==> config.mk <==
export PLATFORM = sky130hd
export DESIGN_NAME = axi_lite_beat_monitor
export DESIGN_NICKNAME = d
export VERILOG_FILES = /design/src/rtl/axi_lite_mon_pkg.sv /design/src/rtl/axi_lite_mon_ctr.sv /design/src/rtl/axi_lite_beat_monitor.sv
export SDC_FILE = /design/constraint.sdc
export NUM_CORES = 1
export LEC_CHECK = 0
export ABC_AREA = 1
export BUFFER_PORTS_ARGS = -buffer_cell sky130_fd_sc_hd__buf_2
export CAP_MARGIN = 20
export CORE_UTILIZATION = 55
export CTS_BUF_LIST = sky130_fd_sc_hd__clkbuf_8
export DETAILED_ROUTE_END_ITERATION = 7
export PLACE_DENSITY = 0.88
export SLEW_MARGIN = 20
export SYNTH_ARGS = -nofsm -noshare
export SYNTH_HDL_FRONTEND = slang
export SYNTH_SLANG_ARGS = --single-unit
==> constraint.sdc <==
create_clock -name clk_i -period 2.2 [get_ports clk_i]
set_clock_uncertainty 0.15 [all_clocks]
set_input_delay 0.33 -clock clk_i [delete_from_list [all_inputs] [get_ports clk_i]]
set_output_delay 0.33 -clock clk_i [all_outputs]
set_load 0.01 [all_outputs]
==> src/rtl/axi_lite_mon_pkg.sv <==
// -----------------------------------------------------------------------------
// axi_lite_mon_pkg
// Shared definitions for the AXI4-Lite beat monitor:
//   - bit positions inside the sticky err_o vector
//   - channel enumeration, used to index per-channel handshake/counter vectors
//   - packed per-channel count bundle sized for the default counter width
// -----------------------------------------------------------------------------
package axi_lite_mon_pkg;

   localparam int ERR_W        = 4;
   localparam int ERR_B_ORPHAN = 0;  // B accepted with no open AW and W
   localparam int ERR_R_ORPHAN = 1;  // R accepted with no open AR
   localparam int ERR_OUTST    = 2;  // a pending tracker tried to pass the limit
   localparam int ERR_CNT_OVF  = 3;  // a beat counter was bumped at all-ones

   localparam int NUM_CH    = 5;
   localparam int CNT_W_DEF = 32;

   typedef enum logic [2:0] {
      CH_AW = 3'd0,
      CH_W  = 3'd1,
      CH_B  = 3'd2,
      CH_AR = 3'd3,
      CH_R  = 3'd4
   } ch_e;

   // Snapshot of all five beat counts at the default counter width.
   typedef struct packed {
      logic [CNT_W_DEF-1:0] aw;
      logic [CNT_W_DEF-1:0] w;
      logic [CNT_W_DEF-1:0] b;
      logic [CNT_W_DEF-1:0] ar;
      logic [CNT_W_DEF-1:0] r;
   } beat_counts_t;

endpackage

==> src/rtl/axi_lite_mon_ctr.sv <==
// -----------------------------------------------------------------------------
// axi_lite_mon_ctr
// One beat counter with clear, hold and saturate-or-wrap behaviour.
// Ports:
//   clk_i   in  1  clock
//   rst_i   in  1  synchronous active-high reset
//   inc_i   in  1  count one beat this cycle
//   clr_i   in  1  synchronous clear (wins over hold and increment)
//   hold_i  in  1  freeze the value (wins over increment)
//   cnt_o   out W  registered count
//   ovf_o   out 1  increment attempted while at all-ones (same-cycle strobe,
//                  registered by the parent into its sticky error flag)
// -----------------------------------------------------------------------------
module axi_lite_mon_ctr #(
   parameter int W        = 32,
   parameter bit SATURATE = 1'b1
) (
   input  logic         clk_i,
   input  logic         rst_i,
   input  logic         inc_i,
   input  logic         clr_i,
   input  logic         hold_i,
   output logic [W-1:0] cnt_o,
   output logic         ovf_o
);

   localparam logic [W-1:0] CNT_ONE = W'(32'd1);

   logic [W-1:0] cnt_q;
   logic [W-1:0] cnt_d;

   // Next count and overflow strobe, in clear > hold > increment order.
   always_comb begin
      cnt_d = cnt_q;
      ovf_o = 1'b0;
      if (clr_i) begin
         cnt_d = '0;
      end else if (hold_i) begin
         cnt_d = cnt_q;
      end else if (inc_i) begin
         if (&cnt_q) begin
            ovf_o = 1'b1;
            cnt_d = SATURATE ? cnt_q : '0;
         end else begin
            cnt_d = cnt_q + CNT_ONE;
         end
      end else begin
         cnt_d = cnt_q;
      end
   end

   // Count register.
   always_ff @(posedge clk_i) begin
      if (rst_i) begin
         cnt_q <= '0;
      end else begin
         cnt_q <= cnt_d;
      end
   end

   assign cnt_o = cnt_q;

endmodule

==> src/rtl/axi_lite_beat_monitor.sv <==
// -----------------------------------------------------------------------------
// axi_lite_beat_monitor
// Passive AXI4-Lite handshake monitor: per-channel beat counters, outstanding
// write/read trackers and sticky protocol-error flags. All outputs come from
// registers; nothing on the inputs reaches an output combinationally.
// Ports:
//   clk_i, rst_i                 clock, synchronous active-high reset
//   clear_i                      zero counters and err_o (trackers untouched)
//   freeze_i                     hold beat counters (trackers keep running)
//   <ch>_valid_i/<ch>_ready_i    monitored handshakes for AW, W, B, AR, R
//   <ch>_cnt_o                   accepted beats per channel
//   wr_aw_pend_o, wr_w_pend_o    AW / W accepted with B still to come
//   rd_pend_o                    AR accepted with R still to come
//   balanced_o                   all three trackers are zero
//   err_o                        sticky error flags, see axi_lite_mon_pkg
// -----------------------------------------------------------------------------
module axi_lite_beat_monitor
   import axi_lite_mon_pkg::*;
#(
   parameter  int CNT_W           = 32,
   parameter  int MAX_OUTSTANDING = 16,
   parameter  bit SATURATE        = 1'b1,
   localparam int OW              = $clog2(MAX_OUTSTANDING + 1)
) (
   input  logic             clk_i,
   input  logic             rst_i,
   input  logic             clear_i,
   input  logic             freeze_i,
   input  logic             aw_valid_i,
   input  logic             aw_ready_i,
   input  logic             w_valid_i,
   input  logic             w_ready_i,
   input  logic             b_valid_i,
   input  logic             b_ready_i,
   input  logic             ar_valid_i,
   input  logic             ar_ready_i,
   input  logic             r_valid_i,
   input  logic             r_ready_i,
   output logic [CNT_W-1:0] aw_cnt_o,
   output logic [CNT_W-1:0] w_cnt_o,
   output logic [CNT_W-1:0] b_cnt_o,
   output logic [CNT_W-1:0] ar_cnt_o,
   output logic [CNT_W-1:0] r_cnt_o,
   output logic [OW-1:0]    wr_aw_pend_o,
   output logic [OW-1:0]    wr_w_pend_o,
   output logic [OW-1:0]    rd_pend_o,
   output logic             balanced_o,
   output logic [ERR_W-1:0] err_o
);

   localparam logic [OW-1:0] TRK_MAX = OW'(MAX_OUTSTANDING);
   localparam logic [OW-1:0] TRK_ONE = OW'(32'd1);

   logic [NUM_CH-1:0] hs_s;
   logic [CNT_W-1:0]  cnt_s [NUM_CH];
   logic [NUM_CH-1:0] ovf_s;

   logic [OW-1:0]    aw_pend_q, aw_pend_d;
   logic [OW-1:0]    w_pend_q,  w_pend_d;
   logic [OW-1:0]    rd_pend_q, rd_pend_d;
   logic             aw_ovf_s, w_ovf_s, rd_ovf_s;
   logic             b_orphan_s, r_orphan_s;
   logic [ERR_W-1:0] err_set_s;
   logic [ERR_W-1:0] err_q, err_d;
   logic             balanced_q, balanced_d;

   // Returns {limit_hit, next}. Callers only assert dec when cur is non-zero,
   // so the decrement never underflows; inc and dec together cancel.
   function automatic logic [OW:0] trk_next(input logic [OW-1:0] cur,
                                            input logic          inc,
                                            input logic          dec);
      logic [OW:0] res;
      res = {1'b0, cur};
      if (inc && !dec) begin
         if (cur == TRK_MAX) begin
            res = {1'b1, cur};
         end else begin
            res = {1'b0, cur + TRK_ONE};
         end
      end else if (dec && !inc) begin
         res = {1'b0, cur - TRK_ONE};
      end else begin
         res = {1'b0, cur};
      end
      return res;
   endfunction

   assign hs_s[CH_AW] = aw_valid_i & aw_ready_i;
   assign hs_s[CH_W]  = w_valid_i  & w_ready_i;
   assign hs_s[CH_B]  = b_valid_i  & b_ready_i;
   assign hs_s[CH_AR] = ar_valid_i & ar_ready_i;
   assign hs_s[CH_R]  = r_valid_i  & r_ready_i;

   for (genvar g = 0; g < NUM_CH; g++) begin : g_ctr
      axi_lite_mon_ctr #(
         .W        (CNT_W),
         .SATURATE (SATURATE)
      ) u_ctr (
         .clk_i  (clk_i),
         .rst_i  (rst_i),
         .inc_i  (hs_s[g]),
         .clr_i  (clear_i),
         .hold_i (freeze_i),
         .cnt_o  (cnt_s[g]),
         .ovf_o  (ovf_s[g])
      );
   end

   // Tracker next state, error detection and the balance flag.
   always_comb begin
      // Orphan checks look only at registered tracker values, so an AW/W
      // arriving alongside the B does not make that B legal.
      b_orphan_s = hs_s[CH_B] && ((aw_pend_q == '0) || (w_pend_q == '0));
      r_orphan_s = hs_s[CH_R] && (rd_pend_q == '0);

      {aw_ovf_s, aw_pend_d} = trk_next(aw_pend_q, hs_s[CH_AW],
                                       hs_s[CH_B] && (aw_pend_q != '0));
      {w_ovf_s, w_pend_d}   = trk_next(w_pend_q, hs_s[CH_W],
                                       hs_s[CH_B] && (w_pend_q != '0));
      {rd_ovf_s, rd_pend_d} = trk_next(rd_pend_q, hs_s[CH_AR],
                                       hs_s[CH_R] && (rd_pend_q != '0));

      err_set_s               = '0;
      err_set_s[ERR_B_ORPHAN] = b_orphan_s;
      err_set_s[ERR_R_ORPHAN] = r_orphan_s;
      err_set_s[ERR_OUTST]    = aw_ovf_s | w_ovf_s | rd_ovf_s;
      err_set_s[ERR_CNT_OVF]  = |ovf_s;

      if (clear_i) begin
         err_d = '0;
      end else begin
         err_d = err_q | err_set_s;
      end

      balanced_d = (aw_pend_d == '0) && (w_pend_d == '0) && (rd_pend_d == '0);
   end

   // Tracker, error and balance registers.
   always_ff @(posedge clk_i) begin
      if (rst_i) begin
         aw_pend_q  <= '0;
         w_pend_q   <= '0;
         rd_pend_q  <= '0;
         err_q      <= '0;
         balanced_q <= 1'b1;
      end else begin
         aw_pend_q  <= aw_pend_d;
         w_pend_q   <= w_pend_d;
         rd_pend_q  <= rd_pend_d;
         err_q      <= err_d;
         balanced_q <= balanced_d;
      end
   end

   assign aw_cnt_o     = cnt_s[CH_AW];
   assign w_cnt_o      = cnt_s[CH_W];
   assign b_cnt_o      = cnt_s[CH_B];
   assign ar_cnt_o     = cnt_s[CH_AR];
   assign r_cnt_o      = cnt_s[CH_R];
   assign wr_aw_pend_o = aw_pend_q;
   assign wr_w_pend_o  = w_pend_q;
   assign rd_pend_o    = rd_pend_q;
   assign balanced_o   = balanced_q;
   assign err_o        = err_q;

endmodule

; ---- Yosys cells after proc, flatten, opt, wreduce, memory -nomap -nowiden
; Cells that the tools add are included.
[totals]
regBits = 180
elab_cells = 108
[classes]
mux = 29
eq_ne = 3
bitwise_logic = 14
add_sub_neg = 11
reduce_logical = 41
[ops]
columns = operator, count
row1 = $add 32x1->32 const B, 5
row2 = $reduce_and 32->1, 5
row3 = $mux 6, 6
row4 = $logic_not 5->1, 6
row5 = $mux 1, 20
row6 = $add 5x1->5 const B, 3
row7 = $eq 5x5->1 const B, 3
row8 = $mux 5, 3
row9 = $reduce_and 3->1, 5
row10 = $reduce_bool 5->1, 3
row11 = $sub 5x1->5 const B, 3
row12 = $logic_and 1x1->1, 13
row13 = $logic_not 1->1, 6
row14 = $not 1->1, 6
row15 = $and 1x1->1, 5
row16 = $reduce_or 5->1, 1
row17 = $or 4x4->4, 1
row18 = $or 1x1->1, 2
row19 = $reduce_or 2->1, 1
row20 = $logic_or 1x1->1, 1

; ---- Logic depth before layout (Yosys ltp)
[logic_depth]
word_depth = 8
mapped_depth = 14

; ---- Cells and area by module
; Synthesis repeated with hierarchy kept, for this count alone.
[hier_totals]
cells_unflattened = 2062
hier_area_um2 = 11969.0
[by_module_without_submodules]
columns = module, instances, cells_each, seq_area_each_um2, area_each_um2
row1 = axi_lite_mon_ctr, 5, 364, 640.6, 2087.0
row2 = axi_lite_beat_monitor, 1, 242, 400.4, 1534.0

; ---- Worst setup path after synthesis
; OpenSTA, ideal clock, no wires.
[synth_path]
kind = reg-to-reg
from = register g_ctr[0].u_ctr.cnt_q[0]
to = register g_ctr[0].u_ctr.cnt_q[18]
required_time_ps = 1911
stages_incl_launch_ff = 13
setup_ps = 139
arrival_time_ps = 1704
path_buffers = 2
setup_slack_ps = 207
path_cell_list = dfxtp_1 ha_1 nand2_2 nor2_4 nand2_2 nor2_4 nand4_4 nand3_4 inv_2 buf_6 buf_6 nand2_2 a21oi_2
[synth_via]
elab_chain_len = 3
[synth_lines]
columns = element, line_no
row1 = start: declaration, axi_lite_mon_ctr.sv:29  ; logic [W-1:0] cnt_q;
row2 = start signal: assignment, axi_lite_mon_ctr.sv:57  ; cnt_q <= cnt_d;
row3 = branches (longest 3 deep; another with $add 32x1->32), --
; Several ways; the timed one is not identified.
; A chain may end at the register's enable or synchronous reset.

; ---- Worst setup path in the final report
[layout_path]
from = register g_ctr[1].u_ctr.cnt_q[0]
to = register g_ctr[1].u_ctr.cnt_q[25]
[layout_via]
elab_chain_len = 3
[layout_lines]
columns = element, line_no
row1 = start: declaration, axi_lite_mon_ctr.sv:29
row2 = start signal: assignment, axi_lite_mon_ctr.sv:57
row3 = branches (longest 3 deep; another with $add 32x1->32), --
; Several ways; the timed one is not identified.

==> results.cfg <==
[logic_synthesis]
synthCells = 1675
yosysWarnings = 0
ys_ff_latch = 180
synth_area_mm2 = 0.0109
syn_nets = 1700
syn_avg_cell_area_um2 = 6.52
yosys.cell_types.count = 41
seq_area_frac_synth_pct = 33.0

[clock_network]
cts.sinks = 180
clk_pin_slew_worst_paths_ps = 90
cts_made_buffers = 17
clk_latency_ps = 470
cts-root-buf = clkbuf_8
cts_hold_buf = 0
cts_max_path_buffers = 2
cts_max_level = 4
tritoncts = built

[power]
p_comb_share_pct = 13.7
netSwitchingPower_w = 0.00191
sequentialPowerShare_pct = 51.7
vdd_ir_drop_max_v = 0.000385
swShare_pct = 29.3
p_total_w = 0.00652
power.internal_w = 0.00461
power_frac_clock_pct = 34.5
p_per_area_mw_per_mm2 = 499
p_leak_nw = 5.39

[finish]
drive_gt1_share_pct = 19.9
final_cell_mix = nand2_1 (538), nor2_1 (201), buf_2 (193)
fin_area_mm2 = 0.0131
finish.utilization_pct = 67.1
final_nets = 1949
area_growth_pct = 19.7
final_common_cell = nand2_1

[timing]
worst_slew_pin_slew_ps = 686
relSlewSlack_pct = 54.3
fmax_mhz = 461
finalMaxSlewViolations = 0
setup_viol = 0
hold_slack_ps = 51.5
period_share_pct = 98.6
finalCriticalPeriod_ps = 2170
fin_ws_ps = 31.4
finalHoldViolations = 0

[floorplan]
ioPinCount = 194
die_height_um = 143
floorplan.initialDensity_pct = 56.1
fp.coreArea_mm2 = 0.0195
row_count = 51
dieArea_mm2 = 0.0204
fp.dieW_um = 143

[global_routing]
grt_overflow = 0
grt_pass1_wl_mm = 51.0
antenna_found_initial = 1
track_usage_pct = 31.0
grt_max_degree = 56
grt_pass1_vias = 10700

[route]
first_pass_iters = 5
route.detailed.drc = 0
wl_per_cell_um = 14.4
drt-total-wl_mm = 31.6
postRouteAntennaNets = 0
num_vias = 12000
via_per_inst = 5.44
dr.first_iter.drc_count = 1048

[setup_path]
r2r_slack_ps = 30
r2r_cells = 12
critical_path_required_ps = 2440
r2r-start = g_ctr[1].u_ctr.cnt_o[0]
critPathArrivalTime_ps = 2410
reg2reg_to = g_ctr[1].u_ctr.cnt_o[25]
path_class = flop to flop
cp_max_fo = 8
worstSetupEndpointType = flop
startpoint_type = flop

[status]
status = completed

[hold_path]
hold_depth = 4
worstHoldStart = clear_i
holdPathEnd = err_o[3]
min_path_type = input pin to flop

[placed_design]
place_hpwl_mm = 23.9
placed_area_mm2 = 0.0125
place_ws_ps = 66.9
port_buffers = 193
place_congestion = 0.979

[job]
maxCapViolations = 0
[worst max path at each step]
stage / start / cells after the start / end / slack, ps
floorplan: g_ctr[0].u_ctr.cnt_o[0] / 12 / g_ctr[0].u_ctr.cnt_o[18] / 210
global placement: wr_aw_pend_o[0] / 13 / balanced_o / 60
detailed placement: wr_aw_pend_o[0] / 13 / balanced_o / 70
CTS: wr_aw_pend_o[0] / 13 / balanced_o / 20
global route: g_ctr[1].u_ctr.cnt_o[0] / 12 / g_ctr[1].u_ctr.cnt_o[25] / -50
finish: g_ctr[1].u_ctr.cnt_o[0] / 12 / g_ctr[1].u_ctr.cnt_o[25] / 30
[power by group through the flow]
stage	sequential [W]	clock [W]	combinational, W
2_1_floorplan	0.00346	0	0.000589
3_3_place_gp	0.00344	0	0.000834
3_5_place_dp	0.00344	0	0.000854
4_1_cts	0.00337	0.00229	0.000858
5_1_grt	0.00338	0.00239	0.00101
6_report	0.00337	0.00225	0.000896
[what timing repair did]
item / in CTS / in global routing
buffers inserted: 0 / 9
endpoints found under the setup margin: 0 / 69
resized for setup: 0 / 32
[cell type report]
class | count | area, um^2
Multi-Input combinational cell | 1326 | 6640
Fill cell | 1716 | 6390
Sequential cell | 180 | 3610
Timing Repair Buffer | 278 | 1640
Inverter | 121 | 469
Tap cell | 265 | 332
Clock buffer | 20 | 275
Clock inverter | 12 | 104
Antenna cell | 1 | 2.50
[synth_stat cells, drive strengths merged]
master / n / area (um^2)
o21bai: 4 / 30.0
nand4: 44 / 303
nand2: 557 / 2150
o21a: 1 / 7.51
o21ai: 34 / 170
inv: 121 / 457
nor2: 216 / 883
xor2: 68 / 596
a21oi: 152 / 798
ha: 11 / 138
nand3b: 4 / 42.5
a31oi: 4 / 25.0
dfxtp: 180 / 3600
nand3: 94 / 513
xnor2: 48 / 420
and3: 6 / 37.5
buf: 31 / 214
o221ai: 1 / 8.76
nor3: 69 / 350
nor3b: 12 / 100
clkbuf: 17 / 63.8
and2: 1 / 6.26
[metrics by stage]
| step | TNS (ps) | std cells |
|---|---|---|
| final | 0 | 2203 |
| after global routing | -180 | 2203 |
| after CTS | 0 | 2193 |
| after detailed placement | 0 | 2161 |
| after global placement | 0 | 2161 |
| after floorplan | 0 | 1675 |
[per-layer routing]
metal / vias up / track usage, % / share of wire [%]
li1: 5908 / - / -
met1: 5461 / 42.5 / 45
met2: 542 / 48.4 / 44
met3: 72 / 5.60 / 8.4
met4: 0 / 11.2 / 2.4
met5: - / 0 / 0
[kinds of logic (layout without fill, tap and decap cells)]
logic type	count (synthesis)	in the layout	synth area share [%]
AO/OA/AOI/OAI	196	196	9.52
XOR/XNOR	116	116	9.30
adder cells (fa/ha/maj)	11	11	1.26
buffers and inverters	169	431	6.73
flip-flops	180	180	33.0
other	0	1	0
AND/OR/NAND/NOR	1003	1003	40.2
[sequential cells by signal (all words and copies together), names as in the netlist]
name,cells
g_ctr.u_ctr.cnt_o,160
wr_w_pend_o,5
wr_aw_pend_o,5
err_o,4
balanced_o,1
rd_pend_o,5
[critical path: stages, from the launching register on]
cell,delay [ps]
dfxtp_1,350
ha_1,190
nand3_1,100
nor2_2,190
nand3_2,130
nor2_2,180
nand2_1,120
nand3_4,150
buf_4,140
buf_4,90
buf_4,100
nand2_1,50
a21oi_1,160
Note: power is estimated with default switching activity, not from simulation.
